$ cat config.mk
export PLATFORM = sky130hd
export DESIGN_NAME = lsu
export DESIGN_NICKNAME = d
export VERILOG_FILES = /design/src/rtl/lsu_pkg.sv /design/src/rtl/lsu_align.sv /design/src/rtl/lsu.sv
export SDC_FILE = /design/constraint.sdc
export NUM_CORES = 1
export LEC_CHECK = 0
export ABC_AREA = 1
export CAP_MARGIN = 10
export CORE_MARGIN = 2
export CORE_UTILIZATION = 30
export DETAILED_ROUTE_END_ITERATION = 7
export SLEW_MARGIN = 20
export SYNTH_ARGS = -nofsm -noshare
export SYNTH_HDL_FRONTEND = slang
export SYNTH_HIERARCHICAL = 1
export SYNTH_SLANG_ARGS = --single-unit
export TNS_END_PERCENT = 20
$ cat constraint.sdc
create_clock -name clk -period 2.5 [get_ports clk]
set_input_delay 0.5 -clock clk [delete_from_list [all_inputs] [get_ports clk]]
set_output_delay 0.5 -clock clk [all_outputs]
set_load 0.01 [all_outputs]
$ cat src/rtl/lsu_pkg.sv
// lsu_pkg: memory-op size codes, LSU state encoding and the misalignment rule
// shared by the load/store unit and its lane aligner.
package lsu_pkg;
   localparam int MEM_SIZE_BITS = 2;
   localparam logic [MEM_SIZE_BITS-1:0] MEM_B = 2'd0;
   localparam logic [MEM_SIZE_BITS-1:0] MEM_H = 2'd1;
   localparam logic [MEM_SIZE_BITS-1:0] MEM_W = 2'd2;

   typedef enum logic [2:0] {S_IDLE, S_REQ, S_WAIT, S_RESP, S_ERR} lsu_state_e;

   // Size code 3 has no legal encoding, so it is reported as misaligned.
   function automatic logic misaligned(input logic [MEM_SIZE_BITS-1:0] size, input logic [1:0] off);
      return (size == 2'd3) || (size == MEM_H && off[0]) || (size == MEM_W && off != 2'd0);
   endfunction
endpackage

$ cat src/rtl/lsu_align.sv
// lsu_align: store byte-lane steering / byte enables and load shift with
// sign or zero extension, all combinational.
module lsu_align
   import lsu_pkg::*;
#(
   parameter int XLEN = 32
) (
   input  logic [MEM_SIZE_BITS-1:0] size,
   input  logic [1:0]               off,
   input  logic                     uns,
   input  logic [XLEN-1:0]          wdata,
   input  logic [XLEN-1:0]          rdata,
   output logic [XLEN/8-1:0]        be,
   output logic [XLEN-1:0]          st_data,
   output logic [XLEN-1:0]          ld_data
);
   logic [XLEN-1:0] sh;

   always_comb begin
      be      = size == MEM_B ? (XLEN/8)'(4'b0001 << off) :
                size == MEM_H ? (XLEN/8)'(4'b0011 << off) : '1;
      st_data = size == MEM_B ? {4{wdata[7:0]}} :
                size == MEM_H ? {2{wdata[15:0]}} : wdata;
      sh      = rdata >> {off, 3'b000};
      ld_data = size == MEM_B ? {{(XLEN-8){~uns & sh[7]}}, sh[7:0]} :
                size == MEM_H ? {{(XLEN-16){~uns & sh[15]}}, sh[15:0]} : sh;
   end
endmodule

$ cat src/rtl/lsu.sv
// lsu: single-outstanding load/store unit between execute and data memory;
// returns extended load data to writeback and flags misaligned accesses.
module lsu
   import lsu_pkg::*;
#(
   parameter int XLEN    = 32,
   parameter int RD_BITS = 5
) (
   input  logic                     clk,
   input  logic                     rst_n,
   input  logic                     req_valid,
   output logic                     req_ready,
   input  logic                     req_we,
   input  logic [MEM_SIZE_BITS-1:0] req_size,
   input  logic                     req_unsigned,
   input  logic [XLEN-1:0]          req_addr,
   input  logic [XLEN-1:0]          req_wdata,
   input  logic [RD_BITS-1:0]       req_rd,
   input  logic                     flush,
   output logic                     mem_req,
   output logic                     mem_we,
   output logic [XLEN-1:0]          mem_addr,
   output logic [XLEN/8-1:0]        mem_be,
   output logic [XLEN-1:0]          mem_wdata,
   input  logic                     mem_gnt,
   input  logic                     mem_rvalid,
   input  logic [XLEN-1:0]          mem_rdata,
   output logic                     resp_valid,
   output logic [XLEN-1:0]          resp_data,
   output logic [RD_BITS-1:0]       resp_rd,
   output logic                     resp_err
);
   lsu_state_e                 state_q, state_d;
   logic                       discard_q, discard_d;
   logic [XLEN-1:0]            addr_q, wdata_q, rdata_q;
   logic [MEM_SIZE_BITS-1:0]   size_q;
   logic                       we_q, uns_q;
   logic [RD_BITS-1:0]         rd_q;
   logic [XLEN/8-1:0]          be;
   logic [XLEN-1:0]            st_data, ld_data;
   logic                       accept, ld_resp;

   lsu_align #(.XLEN(XLEN)) u_align (
      .size    (size_q),
      .off     (addr_q[1:0]),
      .uns     (uns_q),
      .wdata   (wdata_q),
      .rdata   (mem_rdata),
      .be      (be),
      .st_data (st_data),
      .ld_data (ld_data)
   );

   assign accept = req_valid && req_ready && !flush;

   always_ff @(posedge clk or negedge rst_n) begin
      if (!rst_n) begin
         state_q   <= S_IDLE;
         discard_q <= 1'b0;
         addr_q    <= '0;
         wdata_q   <= '0;
         rdata_q   <= '0;
         size_q    <= '0;
         we_q      <= 1'b0;
         uns_q     <= 1'b0;
         rd_q      <= '0;
      end else begin
         state_q   <= state_d;
         discard_q <= discard_d;
         if (accept) begin
            addr_q  <= req_addr;
            wdata_q <= req_wdata;
            size_q  <= req_size;
            we_q    <= req_we;
            uns_q   <= req_unsigned;
            rd_q    <= req_rd;
         end
         if (state_q == S_WAIT && mem_rvalid) rdata_q <= ld_data;
      end
   end

   // A granted access is committed: a flush then only hides its response.
   always_comb begin
      state_d   = state_q;
      discard_d = discard_q;
      case (state_q)
         S_IDLE: if (accept) state_d = misaligned(req_size, req_addr[1:0]) ? S_ERR : S_REQ;
         S_REQ: begin
            if (mem_gnt) begin
               state_d   = we_q ? (flush ? S_IDLE : S_RESP) : S_WAIT;
               discard_d = flush && !we_q;
            end else if (flush) state_d = S_IDLE;
         end
         S_WAIT: begin
            discard_d = discard_q || flush;
            if (mem_rvalid) begin
               state_d   = (discard_q || flush) ? S_IDLE : S_RESP;
               discard_d = 1'b0;
            end
         end
         default: state_d = S_IDLE;
      endcase
   end

   assign req_ready  = state_q == S_IDLE;
   assign mem_req    = state_q == S_REQ;
   assign mem_we     = mem_req && we_q;
   assign mem_addr   = mem_req ? {addr_q[XLEN-1:2], 2'b00} : '0;
   assign mem_be     = mem_req ? be : '0;
   assign mem_wdata  = mem_we ? st_data : '0;
   assign resp_valid = (state_q == S_RESP || state_q == S_ERR) && !flush;
   assign resp_err   = resp_valid && state_q == S_ERR;
   assign ld_resp    = resp_valid && state_q == S_RESP && !we_q;
   assign resp_data  = ld_resp ? rdata_q : '0;
   assign resp_rd    = ld_resp ? rd_q : '0;
endmodule

# Word-level counts from Yosys, hierarchy flattened
# Cells that the tools add are included.
# classes
bitwise_logic	3
n_eq_ne	12
n_shift	3
muxes	23
n_reduce_logical	23
# ops
cell	count
$mux W32	7
$shr A32 B5 Y32	1
$mux W3	5
$mux W4	3
$logic_and A1 B1 Y1	11
$pmux W3 S3	1
$eq A3 B2 Y1 const B	2
$mux W2	3
$mux W5	1
$eq A2 B1 Y1 const B	2
$eq A2 B2 Y1 const B	2
$logic_or A1 B1 Y1	4
$ne A2 B1 Y1 const B	2
$reduce_bool A2 Y1	2
$shl A1 B2 Y4 const A	1
$shl A2 B2 Y4 const A	1
$eq A3 B1 Y1 const B	1
$eq A3 B3 Y1 const B	1
$logic_not A3 Y1	1
$ne A3 B2 Y1 const B	1
$reduce_and A3 Y1	1
$and A1 B1 Y1	2
$logic_not A1 Y1	2
$logic_not A2 Y1	1
other kinds (5)	6
# totals
inputBits	111
regBits	109

# Depth between registers and ports, before layout
# depth
ltp_word	7
ltp_mapped	12
ltp_nobuf	10

# By module
# The synthesis kept the hierarchy.
# by_module_without_submodules
module	seq_area_each_um2	area_each_um2	n_inst	cells_each
lsu	2727.6	5283.8	1	658
lsu_align	0.0	1381.3	1	287

# Worst setup path before layout
# Ideal clock, no wire load.
# synth_timing
path_type	reg-to-output
from	register addr_q[0]
to	output mem_be[2]
stages_incl_launch_ff	9
required_time_ns	2.000
arrival_ns	1.440
n_path_buf	3
slack_ns	0.560
path_cell_list	dfrtp_1 buf_6 inv_4 buf_6 buf_2 ha_1 o22a_1 inv_1 nor2_1
# synth_via
elab_chain_cells	4
# synth_lines
element	line	text
start: declaration	lsu.sv:35	logic [XLEN-1:0] addr_q, wdata_q, rdata_q;
start signal: assignment	lsu.sv:71	addr_q <= req_addr;
$shl A2 B2 Y4	lsu_align.sv:21	size == MEM_H ? (XLEN/8)'(4'b0011 << off) : '1;
$mux W4	lsu_align.sv:21	
$mux W4 *	lsu_align.sv:20	be = size == MEM_B ? (XLEN/8)'(4'b0001 << off) :
via be[2]	lsu.sv:39	logic [XLEN/8-1:0] be;
$mux W4 *	lsu.sv:109	assign mem_be = mem_req ? be : '0;
end: declaration	lsu.sv:23	output logic [XLEN/8-1:0] mem_be,
# The timed path passes the listed nets; every way through them passes the cells marked *.

# Final worst setup path
# layout_timing
from	register state_q[1]
to	output mem_addr[14]
# layout_via
elab_chain_cells	2
# layout_lines
element	line	text
start: declaration	lsu.sv:33	lsu_state_e state_q, state_d;
start signal: assignment	lsu.sv:68	state_q <= state_d;
$eq A3 B1 Y1	lsu.sv:106	assign mem_req = state_q == S_REQ;
$mux W32	lsu.sv:108	assign mem_addr = mem_req ? {addr_q[XLEN-1:2], 2'b00} : '0;
end: declaration	lsu.sv:22	output logic [XLEN-1:0] mem_addr,
# No other way between the ends.

==> flow_metrics.env <==
export IMPL_period_needed_ps=2390
export IMPL_hold_path_class="primary input to async pin"
export IMPL_htreeDepth=3
export IMPL_ys_warn_count=6
export IMPL_grt_overflow_total=0
export IMPL_io_pins=221
export IMPL_fin_worst_skew_ps=8.70
export IMPL_die_h_um=153
export IMPL_cts_made_buffers=9
export IMPL_layout_cells_non_filler=1421
export IMPL_grt_pass1_wl_um=31400
export IMPL_worst_ep_arrival_time_ps=1890
export IMPL_cp_num_buf_inv=3
export IMPL_synth_avg_cell_area_um2=7.05
export IMPL_setup_ws_ps=112
export IMPL_grt_pass1_vias=6070
export IMPL_root_buffer="clkbuf_16"
export IMPL_fin_crit_sh=0.955
export IMPL_ctsLongestPathBuffers=2
export IMPL_gp_congestion=0.824
export IMPL_finalWirelength_um=19300
export IMPL_dr_pass1_iters=5
export IMPL_die_x_um=153
export IMPL_cts_sinks=109
export IMPL_ys_seq_area_frac=0.409
export IMPL_drv_cap=0
export IMPL_start_kind="flip-flop"
export IMPL_crit_path_max_fanout=37
export IMPL_path_delay_family="buffers and inverters"
export IMPL_pre_cts_slack_ps=21.3
export IMPL_syn_cell_area_um2=6670
export IMPL_antenna_left=0
export IMPL_status="finished clean"
export IMPL_grt_max_degree=110
export IMPL_worstSetupPathType="flip-flop to output pin"
export IMPL_synthArstFlopShare=1.00
export IMPL_coreArea_um2=21800
export IMPL_cp_cell_sequence="inv_2, nand3_1, buf_12, nor2_1, clkdlybuf4s50_1"
export IMPL_critical_path_slowest_cell="clkdlybuf4s50_1"
export IMPL_fmax_mhz=419
export IMPL_required_ps=2000
export IMPL_synth_seq_cells=109
export IMPL_setup_tns_ps=0
export IMPL_routedWlPerCell_um=13.6
export IMPL_r2r_end="rdata_q[27]"
export IMPL_rsz0062_at_grt="false"
export IMPL_syn2layout_area_growth_pct=38.1
export IMPL_track_usage=0.166
export IMPL_hold_violations=0
export IMPL_r2r_slack_ps=410
export IMPL_clock_latency_ps=360
export IMPL_leakage_nw=5.26
export IMPL_tritoncts="yes"
export IMPL_syn_inst=945
export IMPL_hold_slack_ps=208
export IMPL_vdd_ir_drop_worst_uv=382
export IMPL_route_detailed_drc=0
export IMPL_end_kind="output pin"
export IMPL_pwr_density_cell_nw_per_um2=1020
export IMPL_via_per_inst=4.42
export IMPL_initial_utilization=0.305
export IMPL_cp_slowest_stage_delay_ps=560
export IMPL_dpl_hpwl_um=13900
export IMPL_synth_edf_count=0
export IMPL_placementRows=54
export IMPL_slew_headroom=0.583
export IMPL_synth_cell_types=32
export IMPL_finalSetupViolCount=0
export IMPL_reg2regPathDepth=9
export IMPL_reg2reg_from="size_q[1]"
export IMPL_final_cell_mix="203 x nand2_1, 193 x nor2_1, 166 x inv_1"
export IMPL_final_common_cell="nand2_1"
export IMPL_dp_cells=1405
export IMPL_finalMaxSlewViolations=0
export IMPL_io_buffers=218
export IMPL_n_antenna_cell=0
export IMPL_cts_clk_slew_worst_paths_ps=80
export IMPL_nets=1251
export IMPL_drtIter0Drc=311
export IMPL_vias=6279
export IMPL_antenna_found_initial=0
export IMPL_dieArea_um2=23400
export IMPL_tightest_slew_ps=625
export IMPL_dominantRegCellSynth="dfrtp_1"
export IMPL_utilization=0.422
export IMPL_drive_gt1_frac=0.0815
==> cell type report <==
cell class | count | area (um2)
timing repair buffer | 242 | 2380
fill | 2365 | 12600
inverter | 172 | 659
clock buffer | 9 | 225
clock inverter | 7 | 88.8
sequential | 109 | 2730
tap | 280 | 350
multi-input combinational | 602 | 2780
==> power breakdown <==
part,switching [W],leakage [nW],internal [W],total [W]
sequential,0.000381,1.24,0.00258,0.00296
combinational,0.00295,3.87,0.00194,0.00489
clock,0.000739,0.150,0.000800,0.00154
==> Yosys cell counts, drive strengths merged, types with 4 or more instances <==
| cell | number | area [um2] |
|---|---|---|
| nand2 | 207 | 797 |
| nor2 | 196 | 758 |
| inv | 171 | 652 |
| dfrtp | 109 | 2730 |
| a21oi | 86 | 453 |
| o21ai | 60 | 409 |
| buf | 57 | 487 |
| nand3 | 27 | 165 |
| nand4 | 8 | 50.1 |
| o211ai | 7 | 52.6 |
| clkbuf | 6 | 22.5 |
| ha | 4 | 50.1 |
==> timing repair <==
item,4_1_cts,5_1_grt
hold buffers,0,0
buffers inserted,0,0
setup endpoints to repair,73,31
gates resized for setup,75,12
==> worst register-to-register path: stages (launching register included) <==
cell and delay [ps]:
dfrtp_2 450, inv_8 90, nand2_1 70, buf_4 160
buf_4 220, nor2_1 150, nand3_2 440, nand2_1 220
nor2_1 60, a21oi_1 140
==> kinds of logic after synthesis <==
kind of cell,after synthesis,synth area share
AND/OR/NAND/NOR,442,0.269
flip-flops,109,0.409
AO/OA/AOI/OAI,154,0.139
buffers and inverters,235,0.175
other,1,0.000563
adder cells (fa/ha/maj),4,0.00751
==> per-stage QoR <==
step / total power [W] / instance area, um2
after global placement: 0.00794 / 8940
after floorplan: 0.00640 / 6670
after CTS: 0.00952 / 9170
final: 0.00939 / 9210
after detailed placement: 0.00800 / 8940
after global routing: 0.0103 / 9210
==> sequential cells by signal, indices dropped and copies added (netlist names) <==
signal / flops
addr_q: 32
rdata_q: 32
wdata_q: 32
rd_q: 5
state_q: 3
size_q: 2
discard_q: 1
uns_q: 1
we_q: 1
==> how the worst max path moves through the flow <==
| stage | slack, ps | cells past startpoint | end | start |
|---|---|---|---|---|
| after floorplan | 560 | 8 | mem_be[2] | addr_q[0] |
| after global placement | 50 | 6 | resp_data[8] | flush |
| after detailed placement | 20 | 6 | resp_data[19] | flush |
| after CTS | 20 | 5 | mem_addr[9] | state_q[2] |
| after global routing | 3 | 5 | mem_addr[12] | state_q[1] |
| final | 110 | 5 | mem_addr[14] | state_q[1] |
==> routing by layer <==
layer	wire (um)	part of all wire	GRT usage
met5	0	0	0
met4	398	0.021	0.0520
met3	1430	0.074	0.0479
met2	8840	0.46	0.268
met1	8660	0.45	0.214
No activity file was read; power rests on OpenSTA's default activity.
==> RTL edit, RTL diff (same settings) <==
Reset style: synchronous (`rst_n`), changed in one clocked block.
--- a/src/rtl/lsu.sv
+++ b/src/rtl/lsu.sv
@@ -54,5 +54,5 @@
    assign accept = req_valid && req_ready && !flush;
 
-   always_ff @(posedge clk or negedge rst_n) begin
+   always_ff @(posedge clk) begin
       if (!rst_n) begin
          state_q   <= S_IDLE;
Function: differs if rst_n is asserted again (counterexample within 4 cycles, from zero or initial values and one cycle with rst_n low); with rst_n held inactive, the same outputs for 4 cycles.
==> RTL edit against the original RTL <==
- critical path depth unchanged
- synthesized area is 11% lower
- fmax down 3.0%
- setup slack got worse by 73 ps
- largest cell class unchanged
- wire length rose by 0.73%
- final area decreased by 7.7%
- non-clock buffer count is 1 higher
- clock skew fell by 0.86 ps
- via count is 1.0% higher
- worst hold slack gained 240 ps
- sequential cell count unchanged
Power is not compared: it rests on default switching activity, and its combinational part moved more than twofold at a synthesized area within 25%.
==> RTL edit: results (changes against the original RTL) <==
synthAdderAreaFrac: 0.00840  # +0.000889
placed_area_mm2: 0.00830  # -7.2%
cp.arrival_ps: 1960  # +70 ps
grt_max_degree: 108  # -1.8%
synth-seq-area-share: 0.366  # -0.0431
synthMuxAreaShare: 0  # unchanged
dp_hpwl_um: 13500  # -3.0%
drive_above_1_share: 0.0964  # +0.0149
reg_top3: "addr_q x32, rdata_q x32, wdata_q x32"
crit_type: "reg -> out"
track_usage: 0.181  # +0.0151
fin_worst_skew_ps: 7.84  # -0.857 ps
hold_path_class: "reg -> reg"
async_flop_share: 0  # -1.00
max_slew_margin: 0.599  # +0.0161
wl_um: 19500  # +0.73%
n_antenna_cell: 0  # unchanged
synthTopCellsByCount: "nor2_1, nand2_1, inv_1"
synth_compound_area_frac: 0.202  # +0.0634
numCtsBuffers: 9  # unchanged
place_congestion: 0.864  # +4.9%
antenna_found_initial: 1  # +1
grt_pass1_wl_um: 31100  # -0.86%
worstPathMaxFanout: 37  # unchanged
ys.flop_type: "dfxtp_1"
viasPerCell: 4.58  # +3.6%
synth_area_leaders: "dfxtp_1, nor2_1, nand2_1, o21ai_0, inv_1"
drt_iter0_markers: 370  # +19%
nFillCells: 2119  # -10%
finalNetCount: 1230  # -1.7%
p_leak_uw: 0.00377
grt_pass1_vias: 6102  # +0.53%
clk-insertion-delay-late_ps: 350
status: "finished clean"
post_synth_num_cell_types: 38  # +19%
==> RTL edit: cell types whose count changed after synthesis, moves of 21 or more <==
cell     delta
dfrtp_1   -109
buf_6      -21
inv_1      -42
o21ai_2    -29
o21ai_0    +91
dfxtp_1   +109
nand2_1    -59
==> RTL edit: path summary, 6_finish.rpt <==
kind	startpoint	to	slack, ps	cells past startpoint
setup / recovery	state_q[2]	mem_req	40	5
hold / removal	addr_q[30]	addr_q[30]	450	2
setup reg to reg	addr_q[0]	rdata_q[27]	710	8
hold reg to reg	addr_q[30]	addr_q[30]	450	2
==> RTL edit: kinds of logic after synthesis <==
kind of cell / count (synthesis)
AO/OA/AOI/OAI: 228
adder cells (fa/ha/maj): 4
buffers and inverters: 204
flip-flops: 109
other: 1
AND/OR/NAND/NOR: 383
==> RTL edit: area by class of cell <==
class                      instances  area share
multi-input combinational        618       0.341
timing repair buffer             243       0.269
sequential                       109       0.257
inverter                         134      0.0601
tap                              265      0.0390
clock buffer                      10      0.0269
clock inverter                     6     0.00677
==> RTL edit: power breakdown <==
group	switching (µW)	total (µW)	internal, µW
Sequential	54.9	1890	1830
Clock	712	1410	696
Combinational	490	882	391
Total	1260	4180	2920
==> RTL edit: layer usage <==
metal,vias to the layer above,GRT usage,wire (µm)
met1,2864,0.233,8840
met4,2,0.0500,222
met2,179,0.303,8950
li1,3281,-,-
met3,16,0.0428,1450
met5,-,0,13
==> RTL edit: critical path, stage by stage, from the launching register on <==
cell             delay, ps
dfxtp_2                440
inv_2                   70
nand3_1                140
buf_6                  310
inv_1                  120
clkdlybuf4s50_1        520
==> RTL edit: metrics by stage <==
step | setup WS [ps] | instances | util | setup TNS, ps
floorplan | 628 | 930 | - | 0
global placement | -78.4 | 1364 | 0.426 | -2580
detailed placement | -155 | 1364 | 0.426 | -4380
CTS | -162 | 1382 | 0.439 | -641
global route | -60.3 | 1385 | 0.437 | -188
finish | 38.8 | 1385 | 0.437 | 0
==> RTL edit: timing repair <==
item,CTS,global route
buffers inserted,1,2
setup endpoints to repair,104,11
gates cloned,1,1
pin swaps,2,1
gates resized for setup,73,77
